File: config.mk
export PLATFORM = sky130hd
export DESIGN_NAME = seg_595_capture
export DESIGN_NICKNAME = d
export VERILOG_FILES = /design/src/rtl/seg595_pkg.sv /design/src/rtl/seg7_glyph_decode.sv /design/src/rtl/seg_595_capture.sv
export SDC_FILE = /design/constraint.sdc
export NUM_CORES = 1
export LEC_CHECK = 0
export ABC_AREA = 0
export CAP_MARGIN = 10
export CORE_UTILIZATION = 53
export DETAILED_ROUTE_END_ITERATION = 16
export GPL_ROUTABILITY_DRIVEN = 0
export GPL_TIMING_DRIVEN = 0
export PLACE_DENSITY = 0.85
export SYNTH_ARGS = -nofsm -noshare
export SYNTH_HDL_FRONTEND = slang
export SYNTH_SLANG_ARGS = --single-unit
export TNS_END_PERCENT = 5
File: constraint.sdc
create_clock -name sys_clk -period 12.28 [get_ports sys_clk]
set_input_delay 2.456 -clock sys_clk [delete_from_list [all_inputs] [get_ports sys_clk]]
set_output_delay 2.456 -clock sys_clk [all_outputs]
set_load 0.01 [all_outputs]
File: src/rtl/seg595_pkg.sv
// seg595_pkg: shared constants for the 74HC595 display-stream capture block.
//   - word geometry (14-bit {seg, sel} word, 8 segment bits, 6 digits)
//   - the 16 standard active-low hex glyphs as seg[6:0], indexed by value
//   - blank digit pattern
package seg595_pkg;

  localparam int SEG595_WORD_BITS = 14;
  localparam int SEG595_SEG_W     = 8;
  localparam int SEG595_DIGITS    = 6;

  localparam logic [7:0] SEG595_BLANK = 8'hFF;

  // Element i is the glyph for hex value i (g..a, active-low).
  localparam logic [15:0][6:0] SEG595_GLYPHS = {
    7'h0E, 7'h06, 7'h21, 7'h46, 7'h03, 7'h08, 7'h10, 7'h00,
    7'h78, 7'h02, 7'h12, 7'h19, 7'h30, 7'h24, 7'h79, 7'h40
  };

endpackage

File: src/rtl/seg7_glyph_decode.sv
// seg7_glyph_decode: combinational active-low seven-segment glyph to hex.
//   seg [7:0] in  : segment byte; seg[7] (dp) is ignored
//   hex [3:0] out : decoded value, 0 when the glyph is not recognised
//   ok        out : 1 only for one of the 16 standard glyphs
module seg7_glyph_decode
  import seg595_pkg::*;
(
  input  logic [7:0] seg,
  output logic [3:0] hex,
  output logic       ok
);

  logic unused_dp;
  assign unused_dp = seg[7];

  always_comb begin
    hex = '0;
    ok  = 1'b0;
    for (int i = 0; i < 16; i++) begin
      if (seg[6:0] == SEG595_GLYPHS[i]) begin
        hex = 4'(i);
        ok  = 1'b1;
      end
    end
  end

endmodule

File: src/rtl/seg_595_capture.sv
// seg_595_capture: oversampling receiver for the 74HC595 display stream.
//   Rebuilds each latched {seg, sel} word from ds/shcp/stcp, keeps a
//   per-digit frame buffer, and flags length / select errors.
// Ports:
//   sys_clk, sys_rst_n (async, active-low)
//   shcp, stcp, ds, oe : raw pins, sampled only (never used as clocks)
//   sel, seg, word_valid : last latched word + one-cycle strobe
//   frame, frame_valid   : digit buffer (digit i at [8i+7:8i]) + full-refresh strobe
//   disp_on              : synchronized ~oe
//   len_err, sel_err     : sticky errors, cleared by err_clr
//   hex, hex_ok          : per-digit glyph decode
// Optional: define SEG595_CAP_DECODE_EN to build the glyph decoders;
// otherwise hex/hex_ok are tied to 0.
module seg_595_capture
  import seg595_pkg::*;
#(
  parameter int DIGITS      = SEG595_DIGITS,
  parameter int SYNC_STAGES = 2
) (
  input  logic                  sys_clk,
  input  logic                  sys_rst_n,
  input  logic                  shcp,
  input  logic                  stcp,
  input  logic                  ds,
  input  logic                  oe,
  input  logic                  err_clr,
  output logic [DIGITS-1:0]     sel,
  output logic [7:0]            seg,
  output logic                  word_valid,
  output logic [8*DIGITS-1:0]   frame,
  output logic                  frame_valid,
  output logic                  disp_on,
  output logic                  len_err,
  output logic                  sel_err,
  output logic [4*DIGITS-1:0]   hex,
  output logic [DIGITS-1:0]     hex_ok
);

  localparam int W  = DIGITS + SEG595_SEG_W;
  localparam int CW = $clog2(W + 2);  // room to saturate above W

  // Synchronizers. The oe chain carries ~oe so every flop resets to 0
  // and disp_on still comes out of reset low.
  logic [SYNC_STAGES-1:0] shcp_q, stcp_q, ds_q, oen_q;
  logic                   shcp_d, stcp_d;

  logic [W-1:0]              sr, sr_nxt;
  logic [CW-1:0]             cnt, cnt_nxt;
  logic [DIGITS-1:0]         seen, lat_sel;
  logic [7:0]                lat_seg;
  logic [DIGITS-1:0][7:0]    frame_q;
  logic                      shcp_rise, stcp_rise, ds_s, sel_ok, seen_full;

  assign shcp_rise = shcp_q[SYNC_STAGES-1] & ~shcp_d;
  assign stcp_rise = stcp_q[SYNC_STAGES-1] & ~stcp_d;
  assign ds_s      = ds_q[SYNC_STAGES-1];
  assign disp_on   = oen_q[SYNC_STAGES-1];
  assign frame     = frame_q;
  assign seen_full = &seen;

  // Shift first; a latch in the same cycle sees the post-shift word.
  always_comb begin
    sr_nxt  = sr;
    cnt_nxt = cnt;
    if (shcp_rise) begin
      sr_nxt = {ds_s, sr[W-1:1]};
      if (cnt != '1) cnt_nxt = cnt + 1'b1;
    end
    lat_sel = sr_nxt[DIGITS-1:0];
    lat_seg = '0;
    // First-shifted seg bit lands at seg[7].
    for (int k = 0; k < SEG595_SEG_W; k++) lat_seg[7-k] = sr_nxt[DIGITS+k];
    sel_ok = $onehot(lat_sel);
  end

  always_ff @(posedge sys_clk or negedge sys_rst_n) begin
    if (!sys_rst_n) begin
      shcp_q      <= '0;
      stcp_q      <= '0;
      ds_q        <= '0;
      oen_q       <= '0;
      shcp_d      <= 1'b0;
      stcp_d      <= 1'b0;
      sr          <= '0;
      cnt         <= '0;
      sel         <= '0;
      seg         <= SEG595_BLANK;
      word_valid  <= 1'b0;
      frame_q     <= {DIGITS{SEG595_BLANK}};
      seen        <= '0;
      frame_valid <= 1'b0;
      len_err     <= 1'b0;
      sel_err     <= 1'b0;
    end else begin
      shcp_q <= {shcp_q[SYNC_STAGES-2:0], shcp};
      stcp_q <= {stcp_q[SYNC_STAGES-2:0], stcp};
      ds_q   <= {ds_q[SYNC_STAGES-2:0], ds};
      oen_q  <= {oen_q[SYNC_STAGES-2:0], ~oe};
      shcp_d <= shcp_q[SYNC_STAGES-1];
      stcp_d <= stcp_q[SYNC_STAGES-1];

      sr          <= sr_nxt;
      cnt         <= stcp_rise ? '0 : cnt_nxt;
      word_valid  <= stcp_rise;
      frame_valid <= seen_full;

      // A full seen mask is reported next cycle and restarts collection;
      // a digit latched in that same cycle counts toward the next frame.
      seen <= (seen_full ? '0 : seen) | ((stcp_rise && sel_ok) ? lat_sel : '0);

      if (stcp_rise) begin
        sel <= lat_sel;
        seg <= lat_seg;
        if (sel_ok) begin
          for (int i = 0; i < DIGITS; i++)
            if (lat_sel[i]) frame_q[i] <= lat_seg;
        end
      end

      // Error event beats a simultaneous clear.
      if (stcp_rise && cnt_nxt != CW'(W)) len_err <= 1'b1;
      else if (err_clr)                   len_err <= 1'b0;

      if (stcp_rise && !sel_ok) sel_err <= 1'b1;
      else if (err_clr)         sel_err <= 1'b0;
    end
  end

`ifdef SEG595_CAP_DECODE_EN
  for (genvar i = 0; i < DIGITS; i++) begin : g_dec
    seg7_glyph_decode u_dec (
      .seg (frame_q[i]),
      .hex (hex[4*i +: 4]),
      .ok  (hex_ok[i])
    );
  end
`else
  assign hex    = '0;
  assign hex_ok = '0;
`endif

endmodule

==> results by group <==
Outcome
  – Status: finished clean

Die
  – Row cnt: 32
  – Die height: between 90 and 100 µm
  – Core area: 0.00777 mm²
  – Die area: 0.00843 mm²
  – Die X: 91.8 µm
  – Io pins: 104
  – Initial core utilization: between 50% and 60%

Logic synthesis
  – Largest cells by area after synthesis: dfstp_2, dfrtp_1, mux2_2, buf_4, nand2_1
  – Flop and latch count out of synthesis: 100
  – Post-synth top area share: 34.4%
  – Synthesis warning total: 0
  – Synth cell types: 38
  – Post-Synthesis Cells: 296
  – Async SR Flop Fraction: 100%
  – Post-Synthesis Cell Area: 0.00427 mm²
  – Avg Synthesized Cell Area: 14.4 µm²
  – Synth Flop Type: dfstp_2
  – Seq/Total Area, Yosys: between 60% and 70%
  – Cell taking the most area after synthesis: dfstp_2
  – EDFF count, synth: 0

STA
  – Final setup TNS: 0 ns
  – FMAX: 228 MHz
  – Slew @ Worst Pin: 0.562 ns
  – Final-report setup violation count: 0
  – Max_slew headroom: approximately 60%
  – RSZ-0062 raised after global routing: no
  – Final Hold Slack: between 0.3 and 0.4 ns
  – Hold Fails Final Rpt: 0
  – Final Critical Period: 4.39 ns
  – Final clock skew: 0.0116 ns
  – Final WS setup: 7.89 ns
  – Fin. max-slew vios: 0
  – Period utilisation layout: 35.7%

Pwr
  – Register share of total power: 42.0%
  – Sw Share: about 32%
  – Logic pwr share: 39.3%
  – NetSw: a little over 0.4 mW
  – P_int: 0.860 mW
  – Highest ir drop seen on vdd: 144 µV
  – Cell Pwr Density: 231 mW/mm²
  – Pleak: 2.58 nW
  – Clock network fraction of total power: 18.8%

CTS
  – Setup Fix Bufs, Post-CTS: 0
  – Clk slew on worst S/H paths: 0.10 ns
  – CTS Hold Bufs: 0
  – CTS tree: done
  – Clock Path Buffers: 2
  – CTS H-tree depth: 3
  – CTS resizes: 0
  – Clock sink total: 100
  – Clock Tree Root: clkbuf_8
  – Num CTS Buffers: 9
  – Skew-Pair Late Insertion Delay: between 0.3 and 0.4 ns

Worst setup path
  – Crit path largest cell delay: between 0.5 and 0.6 ns
  – Critical-path cell list: nor2b_4 > buf_6 > mux2i_4 > inv_1 > fa_1 > inv_1 > fa_1 > inv_1 > ha_1 > fa_1 > nor3b_2 > nand2_4 > nor2_4 > mux2_2
  – Crit end category: flop
  – Reg2Reg Setup Slack: between 7 and 8 ns
  – Crit path kind: reg2reg
  – Crit path max-delay cell type: fa_1
  – Req. time, crit path: 12.57 ns
  – Worst Setup Start Kind: flop
  – Crit path DAT: 4.68 ns
  – Worst-path maximum fanout: 10
  – CP Launch Point: shcp_q[1]
  – R2r startpoint: shcp_q[1]

Drt
  – Via count: 2485
  – Antenna violation net count after detailed routing: 0
  – Number of DRC markers in iteration 0: 133
  – Initial DRT Pass Iterations: 6
  – Final WL: roughly 8400 µm
  – Via/cell ratio: 4.81
  – Post-route DRC: 0
  – Wirelength per Cell: 16.2 µm

Place
  – Placed cell count: 501
  – Pre-CTS setup slack: about 7.9 ns
  – DP HPWL: 5660 µm
  – Port-buffer cells: 73

Global route
  – First-pass GRT wire length: 13300 µm
  – Global route overflow: 0
  – Largest net degree at the start of global routing: 60
  – Tot GR Track Use: about a fifth
  – Vias in the first global route: 2569
  – Initial antenna violation count: 0

Layout
  – Antenna cells: 0
  – Fraction of layout cells with a size suffix above 1: 42.7%
  – Commonest non-fill, non-tap cells in the layout: clkdlybuf4s50_1, dfstp_2, mux2_2
  – NumNets Final: 422
  – Fin cells: 517
  – Area grow syn2layout: 28.7%
  – Commonest non-fill, non-tap cell in the layout: clkdlybuf4s50_1

Run
  – MaxCap Viol Count: 0

Min path
  – Hold Path Origin: oen_q[0]
  – Hold/Removal Path Class: reg2reg
-- synth_stat cells (2+ instances only) --
library cell	number
a21o_1	5
a21oi_1	3
buf_4	30
buf_6	2
clkbuf_1	3
dfrtp_1	44
dfstp_2	56
fa_1	3
ha_1	2
inv_1	15
mux2_2	47
mux2_4	8
mux2i_1	2
mux2i_4	5
nand2_1	33
nand3_1	3
nor2_1	3
nor2_8	5
o21ai_0	8
-- routing by layer --
| metal | vias to the layer above | track usage, % | wire [µm] |
|---|---|---|---|
| li1 | 1155 | - | - |
| met1 | 1233 | 27.9 | 3660 |
| met2 | 83 | 33.4 | 4010 |
| met3 | 14 | 5.80 | 566 |
| met4 | 0 | 8.72 | 134 |
| met5 | - | 0 | 0 |
-- worst max-delay path, delay by kind of cell, from the launching register on --
kind / cells / cell delay (ns)
adders and majority gates: 4 / 1.66
buffers and inverters: 4 / 0.39
DFF: 1 / 0.40
muxes: 2 / 0.72
and+or+nand+nor: 4 / 1.14
-- worst paths after layout --
kind	to	depth (start not counted)
max	frame[39]	14
min	oen_q[1]	0
max reg2reg	frame[39]	14
min reg2reg	oen_q[1]	0
max in group asynchronous	frame[47]	2
min in group asynchronous	ds_q[0]	1
-- registers in the layout (all words and copies together), names as in the netlist --
signal	count
frame	48
sr	14
seg	8
seen	6
sel	6
cnt	4
ds_q	2
oen_q	2
shcp_q	2
stcp_q	2
frame_valid	1
len_err	1
sel_err	1
shcp_d	1
stcp_d	1
word_valid	1
-- power groups by stage --
stage               logic (mW)  registers, mW  clock network (mW)
floorplan                0.263          0.562                   0
global placement         0.482          0.533                   0
detailed placement       0.498          0.537                   0
CTS                      0.505          0.535               0.244
global route             0.536          0.545               0.256
finish                   0.499          0.534               0.239
-- stage by stage --
stage | area, µm² | util (%) | power, mW
global placement | 5240 | 67.5 | 1.01
global route | 5500 | 70.8 | 1.34
floorplan | 4380 | - | 0.825
CTS | 5500 | 70.8 | 1.28
detailed placement | 5270 | 67.8 | 1.04
finish | 5500 | 70.8 | 1.27
-- cell type report --
cell class / instances / area (µm²)
well taps: 102 / 128
flip-flops and latches: 100 / 2570
clock buffers: 11 / 153
fillers: 529 / 2270
plain buffers: 35 / 259
clock inverters: 5 / 81.3
repair buffers: 74 / 756
multi-input cells: 175 / 1490
inverters: 15 / 56.3
-- cells by family after synthesis --
kind of cell	share of synthesized area, %
multiplexers	18.6
AO/OA/AOI/OAI	3.07
XOR/XNOR	0.205
buffers and inverters	7.38
adder cells (fa/ha/maj)	1.99
flip-flops	60.2
AND/OR/NAND/NOR	8.49
other	0.0878
Note: power is estimated with default switching activity, not from simulation.
